<file path="config.mk">
export PLATFORM = sky130hd
export DESIGN_NAME = fp_operand_stage
export DESIGN_NICKNAME = d
export VERILOG_FILES = /design/src/rtl/fp_operand_stage.sv
export SDC_FILE = /design/constraint.sdc
export NUM_CORES = 1
export LEC_CHECK = 0
export CORE_MARGIN = 2
export CORE_UTILIZATION = 50
export DETAILED_ROUTE_END_ITERATION = 12
export DONT_BUFFER_PORTS = 1
export GPL_TIMING_DRIVEN = 0
export PLACE_DENSITY = 0.65
export SYNTH_ARGS = -nofsm -noshare
export SYNTH_HDL_FRONTEND = slang
export SYNTH_SLANG_ARGS = --single-unit
</file>
<file path="constraint.sdc">
create_clock -name clk -period 4 [get_ports clk]
set_input_delay 0.8 -clock clk [delete_from_list [all_inputs] [get_ports clk]]
set_output_delay 0.8 -clock clk [all_outputs]
set_load 0.01 [all_outputs]
</file>
<file path="src/rtl/fp_operand_stage.sv">
// fp_operand_stage: operand FIFO in front of an FP adder/subtractor.
// Each operand pair is classified as it is pushed, so special cases
// (NaN, Inf, zero) are resolved here and bypass the adder.
// The resolved flag and result are stored with the entry.
// The head entry is driven to out_* straight from storage.
// special_count is a saturating count of special entries that have been
// dequeued.
module fp_operand_stage #(
  parameter int WIDTH     = 32,
  parameter int EXP_BITS  = 8,
  parameter int MANT_BITS = 23,
  parameter int DEPTH     = 4
) (
  input  logic             clk,
  input  logic             rst,
  input  logic             in_valid,
  output logic             in_ready,
  input  logic [WIDTH-1:0] in_a,
  input  logic [WIDTH-1:0] in_b,
  input  logic             in_op,
  output logic             out_valid,
  input  logic             out_ready,
  output logic [WIDTH-1:0] out_a,
  output logic [WIDTH-1:0] out_b,
  output logic             out_op,
  output logic             out_special,
  output logic [WIDTH-1:0] out_special_result,
  output logic [15:0]      special_count
);

  localparam int AW = (DEPTH > 1) ? $clog2(DEPTH) : 1;
  localparam logic [AW:0] DEPTH_C = (AW+1)'(DEPTH);
  localparam logic [WIDTH-1:0] QNAN =
    {1'b0, {EXP_BITS{1'b1}}, 1'b1, {(MANT_BITS-1){1'b0}}};

  logic [AW:0]   count_q, count_d;
  logic [AW-1:0] wr_ptr_q, wr_ptr_d;
  logic [AW-1:0] rd_ptr_q, rd_ptr_d;
  logic [15:0]   special_count_q, special_count_d;

  // Entry storage is deliberately not reset; an empty FIFO masks it.
  logic [WIDTH-1:0] a_mem   [DEPTH];
  logic [WIDTH-1:0] b_mem   [DEPTH];
  logic             op_mem  [DEPTH];
  logic             sp_mem  [DEPTH];
  logic [WIDTH-1:0] res_mem [DEPTH];

  logic             push, pop;
  logic             cls_special;
  logic [WIDTH-1:0] cls_result;

  assign in_ready  = (count_q < DEPTH_C);
  assign out_valid = (count_q != '0);
  assign push      = in_valid && in_ready;
  assign pop       = out_valid && out_ready;

  // Classify the incoming pair; b's sign is folded with the operation
  // so a-b is treated as a+(-b).
  always_comb begin
    logic             sb_eff;
    logic [WIDTH-1:0] b_eff;
    logic             a_exp_ones, b_exp_ones, a_mant_nz, b_mant_nz;
    logic             a_nan, b_nan, a_inf, b_inf, a_zero, b_zero;
    sb_eff      = in_b[WIDTH-1] ^ in_op;
    b_eff       = {sb_eff, in_b[WIDTH-2:0]};
    a_exp_ones  = &in_a[WIDTH-2 -: EXP_BITS];
    b_exp_ones  = &in_b[WIDTH-2 -: EXP_BITS];
    a_mant_nz   = |in_a[MANT_BITS-1:0];
    b_mant_nz   = |in_b[MANT_BITS-1:0];
    a_nan       = a_exp_ones && a_mant_nz;
    b_nan       = b_exp_ones && b_mant_nz;
    a_inf       = a_exp_ones && !a_mant_nz;
    b_inf       = b_exp_ones && !b_mant_nz;
    // Denormals are flushed: any zero exponent counts as zero.
    a_zero      = ~|in_a[WIDTH-2 -: EXP_BITS];
    b_zero      = ~|in_b[WIDTH-2 -: EXP_BITS];
    cls_special = 1'b1;
    cls_result  = '0;
    if (a_nan || b_nan || (a_inf && b_inf && (in_a[WIDTH-1] != sb_eff))) begin
      cls_result = QNAN;
    end else if (a_inf) begin
      cls_result = in_a;
    end else if (b_inf) begin
      cls_result = b_eff;
    end else if (a_zero && b_zero) begin
      cls_result = {in_a[WIDTH-1] & sb_eff, {(WIDTH-1){1'b0}}};
    end else if (a_zero) begin
      cls_result = b_eff;
    end else if (b_zero) begin
      cls_result = in_a;
    end else begin
      cls_special = 1'b0;
    end
  end

  // Next-state for occupancy, pointers and the saturating special counter.
  always_comb begin
    wr_ptr_d        = wr_ptr_q;
    rd_ptr_d        = rd_ptr_q;
    count_d         = count_q;
    special_count_d = special_count_q;
    if (push) wr_ptr_d = wr_ptr_q + AW'(1);
    if (pop)  rd_ptr_d = rd_ptr_q + AW'(1);
    if (push && !pop)      count_d = count_q + (AW+1)'(1);
    else if (!push && pop) count_d = count_q - (AW+1)'(1);
    if (pop && sp_mem[rd_ptr_q] && (special_count_q != 16'hFFFF))
      special_count_d = special_count_q + 16'd1;
  end

  // Control state; reset asynchronously discards every stored entry.
  always_ff @(posedge clk or posedge rst) begin
    if (rst) begin
      count_q         <= '0;
      wr_ptr_q        <= '0;
      rd_ptr_q        <= '0;
      special_count_q <= '0;
    end else begin
      count_q         <= count_d;
      wr_ptr_q        <= wr_ptr_d;
      rd_ptr_q        <= rd_ptr_d;
      special_count_q <= special_count_d;
    end
  end

  // Entry write on push: raw operands plus the classification outcome.
  always_ff @(posedge clk) begin
    if (push) begin
      a_mem[wr_ptr_q]   <= in_a;
      b_mem[wr_ptr_q]   <= in_b;
      op_mem[wr_ptr_q]  <= in_op;
      sp_mem[wr_ptr_q]  <= cls_special;
      res_mem[wr_ptr_q] <= cls_result;
    end
  end

  assign out_a              = a_mem[rd_ptr_q];
  assign out_b              = b_mem[rd_ptr_q];
  assign out_op             = op_mem[rd_ptr_q];
  // Stale storage must not look special while the FIFO is empty.
  assign out_special        = out_valid & sp_mem[rd_ptr_q];
  assign out_special_result = out_valid ? res_mem[rd_ptr_q] : '0;
  assign special_count      = special_count_q;

endmodule

</file>
**Yosys cells after proc, flatten, opt, wreduce, memory -nomap -nowiden**

Memory sizes are Yosys's and may differ from the RTL's.
Cells that the tools add are included.

- Flip-flop bits (word level): 23
- Latch bits: 0
- RAM bits: 392
- Memory bits (read-only): 0
- Input bits: 69
- Output and inout port bits: 116
- Logic and storage cells: 66
- Memories: 5

Memory list:

| memory | depth | bits a word | rd ports | clocked after memory_dff | write ports | RTL line | source |
|---|---|---|---|---|---|---|---|
| a_mem | 4 | 32 | 1 | 0 | 1 | 42 | `logic [WIDTH-1:0] a_mem [DEPTH];` |
| b_mem | 4 | 32 | 1 | 0 | 1 | 43 | `logic [WIDTH-1:0] b_mem [DEPTH];` |
| res_mem | 4 | 32 | 1 | 0 | 1 | 46 | `logic [WIDTH-1:0] res_mem [DEPTH];` |
| op_mem | 4 | 1 | 1 | 0 | 1 | 44 | `logic op_mem [DEPTH];` |
| sp_mem | 4 | 1 | 1 | 0 | 1 | 45 | `logic sp_mem [DEPTH];` |

- $add $sub $neg: 5
- $mul: 0
- Div/mod/pow operators: 0
- $lt $le $gt $ge: 1
- Equal/unequal tests: 2
- Shift-type cells: 0
- Multiplexer cells: 17
- Bitwise gates (word level): 3
- Reductions and logical operators: 29

Operators with widths:

| operator | count |
|---|---|
| 2-to-1 mux 32 bit | 7 |
| OR reduction 23 bit | 2 |
| adder 16 x 1 -> 16 bit (second input constant) | 1 |
| inequality test 16 bit (second input constant) | 1 |
| AND reduction 8 bit | 2 |
| OR reduction 8 bit | 2 |
| logical AND 1 bit | 13 |
| 2-to-1 mux 1 bit | 8 |
| zero test 1 bit | 6 |
| 2-to-1 mux 3 bit | 2 |
| adder 2 x 1 -> 2 bit (second input constant) | 2 |
| adder 3 x 1 -> 3 bit (second input constant) | 1 |
| < comparator 3 bit (second input constant) | 1 |
| nonzero test 3 bit | 1 |
| subtractor 3 x 1 -> 3 bit (second input constant) | 1 |
| AND 1 bit | 2 |
| logical OR 1 bit | 2 |
| nonzero test 2 bit | 1 |
| inequality test 1 bit | 1 |
| bitwise XOR 1 bit | 1 |

**Longest topological paths before layout**

- Word-level depth: 7
- Gate-level depth with buffers: 9
- Gate-level depth less buffers: 8

**Worst setup path before layout**

No wires, ideal clock.

- Kind: input -> register
- Start point: input port in_valid
- End point: memory a_mem[2][0] (enable)
- Library setup time: 0.468 ns
- Arrival time: 3.446 ns
- Data required time: 3.532 ns
- Slack: 0.086 ns
- Cell stages on the path: 3
- Buffers on the path: 1
- Path through: nor2b_1 > clkbuf_1 > and2_1

- Longest elaborated chain between the ends: 3

Ends and longest elaborated chain:

| element | RTL line | source |
|---|---|---|
| start: declaration | 16 | `input logic in_valid,` |
| logical AND 1 bit | 54 | `assign push = in_valid && in_ready;` |
| named net push | 48 | `logic push, pop;` |
| 2-to-1 mux 1 bit | 127 | `if (push) begin` |
| 2-to-1 mux 1 bit (not written as such) | 128 | `a_mem[wr_ptr_q] <= in_a;` |
| end: declaration | 42 |  |

The timed path passes the listed nets, and every way through them passes these cells.

**Final worst setup path**

- Start point: register rd_ptr_q[1]
- End point: output port out_b[9]

- Longest elaborated chain between the ends: 1

Ends and longest elaborated chain:

| element | RTL line | source |
|---|---|---|
| start: declaration | 38 | `logic [AW-1:0] rd_ptr_q, rd_ptr_d;` |
| start signal: assignment | 120 | `rd_ptr_q <= rd_ptr_d;` |
| memory (4 x 32 bit) | - |  |
| end: declaration | 24 | `output logic [WIDTH-1:0] out_b,` |

Every way passes these cells.

==> flow_summary.yaml <==
place:
  dp_hpwl_mm: 22.95
  portBuffers: 0
  routabilityCongestion: 0.7852
  placed_cell_area_sq_um: 16920
  post-place-ws_ns: 0.7355
  dpl.cell_count: 1239
clock_tree:
  clock-sinks: 415
  clock_path_buffers: 3
  numCtsBuffers: 44
  htreeDepth: 2
  cts_resized: 0
  holdBufCountCts: 0
  cts_tree: "built"
  cts_setup_buffers: 0
  clk_pin_slew_ns: 0.06
  clock_latency_ns: 0.54
  cts_root_buf: "clkbuf_16"
critical_path:
  r2r_slack_ns: 1.44
  cp_common_cell: "clkbuf_1"
  cp-start-kind: "flip-flop"
  r2r-start: "rd_ptr_q[1]$_DFFE_PP0P_"
  cp_max_fo: 10
  slowest_stage: "clkbuf_1"
  r2r-end: "special_count[7]$_DFFE_PP0P_"
  cp-end-kind: "primary output"
  worstRegToRegCells: 6
  critPathBufInv: 3
  path_class: "flip-flop to primary output"
  worstPathRequired_ns: 3.20
  critPathMaxStageDelay_ns: 0.54
  crit_chain: "clkbuf_1, clkbuf_1, buf_1, mux4_2"
  crit_family: "buffers and inverters"
  critPathArrivalTime_ns: 2.84
cells_and_area:
  fin_nets: 920
  utilization: 0.5672
  instances_no_fill: 1321
  syn_to_final_growth_pct: 12.72
  final_area_sq_um: 18310
  final_common_cell: "edfxtp_1"
  drive_gt1_frac: 0.2162
  antennaDiodeCount: 0
  final_cell_mix: "392 x edfxtp_1, 98 x mux4_2, 46 x clkbuf_16"
floorplan:
  dieArea_sq_um: 33950
  io_pins: 185
  initial_core_util: 0.5031
  die_width_um: 184.3
  die_h_um: 184.3
  rows: 66
  core_area_sq_um: 32290
routing:
  wire_per_inst_um: 26.26
  wl_mm: 34.68
  final_antenna_net_count: 0
  drc: 0
  via_per_inst: 5.933
  routed-via-count: 7837
  drtPass1Iterations: 5
  drt_iter0_drc: 709
logic_synthesis:
  ys_seq_area_frac: 0.7600
  synthFlopType: "edfxtp_1"
  syn_inst: 793
  netlist_area_sq_um: 16250
  syn_nets: 870
  synthDistinctLibCells: 41
  yosys_warnings: 0
  avgSynthCellArea_sq_um: 20.49
  async_flop_share: 0.05542
  synth_edf_count: 392
  ys_ff_latch: 415
timing:
  finalHoldViolCount: 0
  hold_slack_ns: 0.3351
  max_slew_margin: 0.3498
  finalSetupTns_ns: 0
  skew_ns: 0.02058
  setup_violations: 0
  layout_setup_ws_ns: 0.3609
  worst_pin_slew_ns: 0.9753
  drv_slew: 0
  max_freq_ghz: 0.2748
  fin_crit_ns: 3.639
  rsz0062_at_grt: "false"
  period_share: 0.9098
pwr:
  vdd_ir_drop_max_mv: 0.4312
  p_leak_nw: 5.893
  power.density_nw_per_um2: 690.1
  power_mw: 12.64
grt:
  track_usage: 0.2053
  antenna_found_initial: 0
  grt_max_degree: 58
  grt-ovfl-total: 0
  grt_pass1_wl_mm: 50.95
  first_global_vias: 8155
run_status:
  status: "finished, final reports clean"
hold_path:
  hold_class: "input pin to asynchronous set/reset pin"
job:
  drv_cap: 0
cells in the mapped netlist (2+ instances only):
cell type	number	area share
and4_1	2	0.0011
dfrtp_1	23	0.035
a21oi_1	23	0.0071
nor4_1	10	0.0039
and2_1	38	0.015
buf_2	12	0.0037
edfxtp_1	392	0.72
nand2_1	35	0.0081
mux4_2	98	0.14
and3_1	2	0.00077
xnor2_1	15	0.0081
a221o_1	8	0.0049
nand4_1	33	0.013
nor3_1	6	0.0018
inv_1	7	0.0016
o21ai_0	2	0.00062
xor2_1	7	0.0038
buf_1	6	0.0014
mux2_2	2	0.0014
nand3_1	7	0.0022
or4_1	6	0.0028
nor2_1	11	0.0025
clkbuf_1	24	0.0055
ha_1	7	0.0054
power by group:
group	internal [mW]	leakage, nW	switching [mW]	total, mW
Sequential	5.40	3.92	0.178	5.58
Clock	2.26	0.688	1.61	3.87
Combinational	1.30	1.28	1.89	3.19
registers in the layout, summed over array words and instances, names as in the netlist, 3 cells and up:
| signal | cells |
|---|---|
| sp_mem | 4 |
| res_mem | 128 |
| op_mem | 4 |
| b_mem | 128 |
| a_mem | 128 |
| count_q | 3 |
| special_count | 16 |
metal layers:
| metal | up-vias | track usage | wire (um) |
|---|---|---|---|
| met5 | - | 0 | 0 |
| met4 | 0 | 0.04992 | 600 |
| met3 | 49 | 0.07607 | 3623 |
| met2 | 350 | 0.3485 | 17510 |
| met1 | 4058 | 0.2514 | 12950 |
| li1 | 3380 | - | - |
area by class of cell:
cell class | count | area (sq um)
flip-flops and latches | 415 | 12350
clock buffers | 57 | 1202
repair buffers | 4 | 110.1
well taps | 442 | 553.0
clock inverters | 25 | 191.4
inverters | 7 | 26.28
plain buffers | 42 | 172.7
multi-input cells | 329 | 3710
fillers | 2376 | 13980
cell families after synthesis:
| kind of cell | count (synthesis) | synth area share |
|---|---|---|
| AOI/OAI and AO/OA | 39 | 0.01594 |
| xor gates and xnor gates | 22 | 0.01186 |
| adders and majority gates | 8 | 0.006623 |
| buffers and inverters | 49 | 0.01225 |
| DFF | 415 | 0.7600 |
| muxes | 101 | 0.1379 |
| and+or+nand+nor | 159 | 0.05545 |
how the worst max path moves through the flow:
stage	startpoint	end	cells past startpoint
floorplan	in_valid	a_mem[2][0]$_DFFE_PP_	3
global placement	in_valid	a_mem[0][21]$_DFFE_PP_	3
detailed placement	in_a[11]	res_mem[3][31]$_DFFE_PP_	6
CTS	rd_ptr_q[1]$_DFFE_PP0P_	out_b[2]	4
global route	rd_ptr_q[1]$_DFFE_PP0P_	out_b[13]	4
finish	rd_ptr_q[1]$_DFFE_PP0P_	out_b[9]	4
Note: power is estimated with default switching activity, not from simulation.
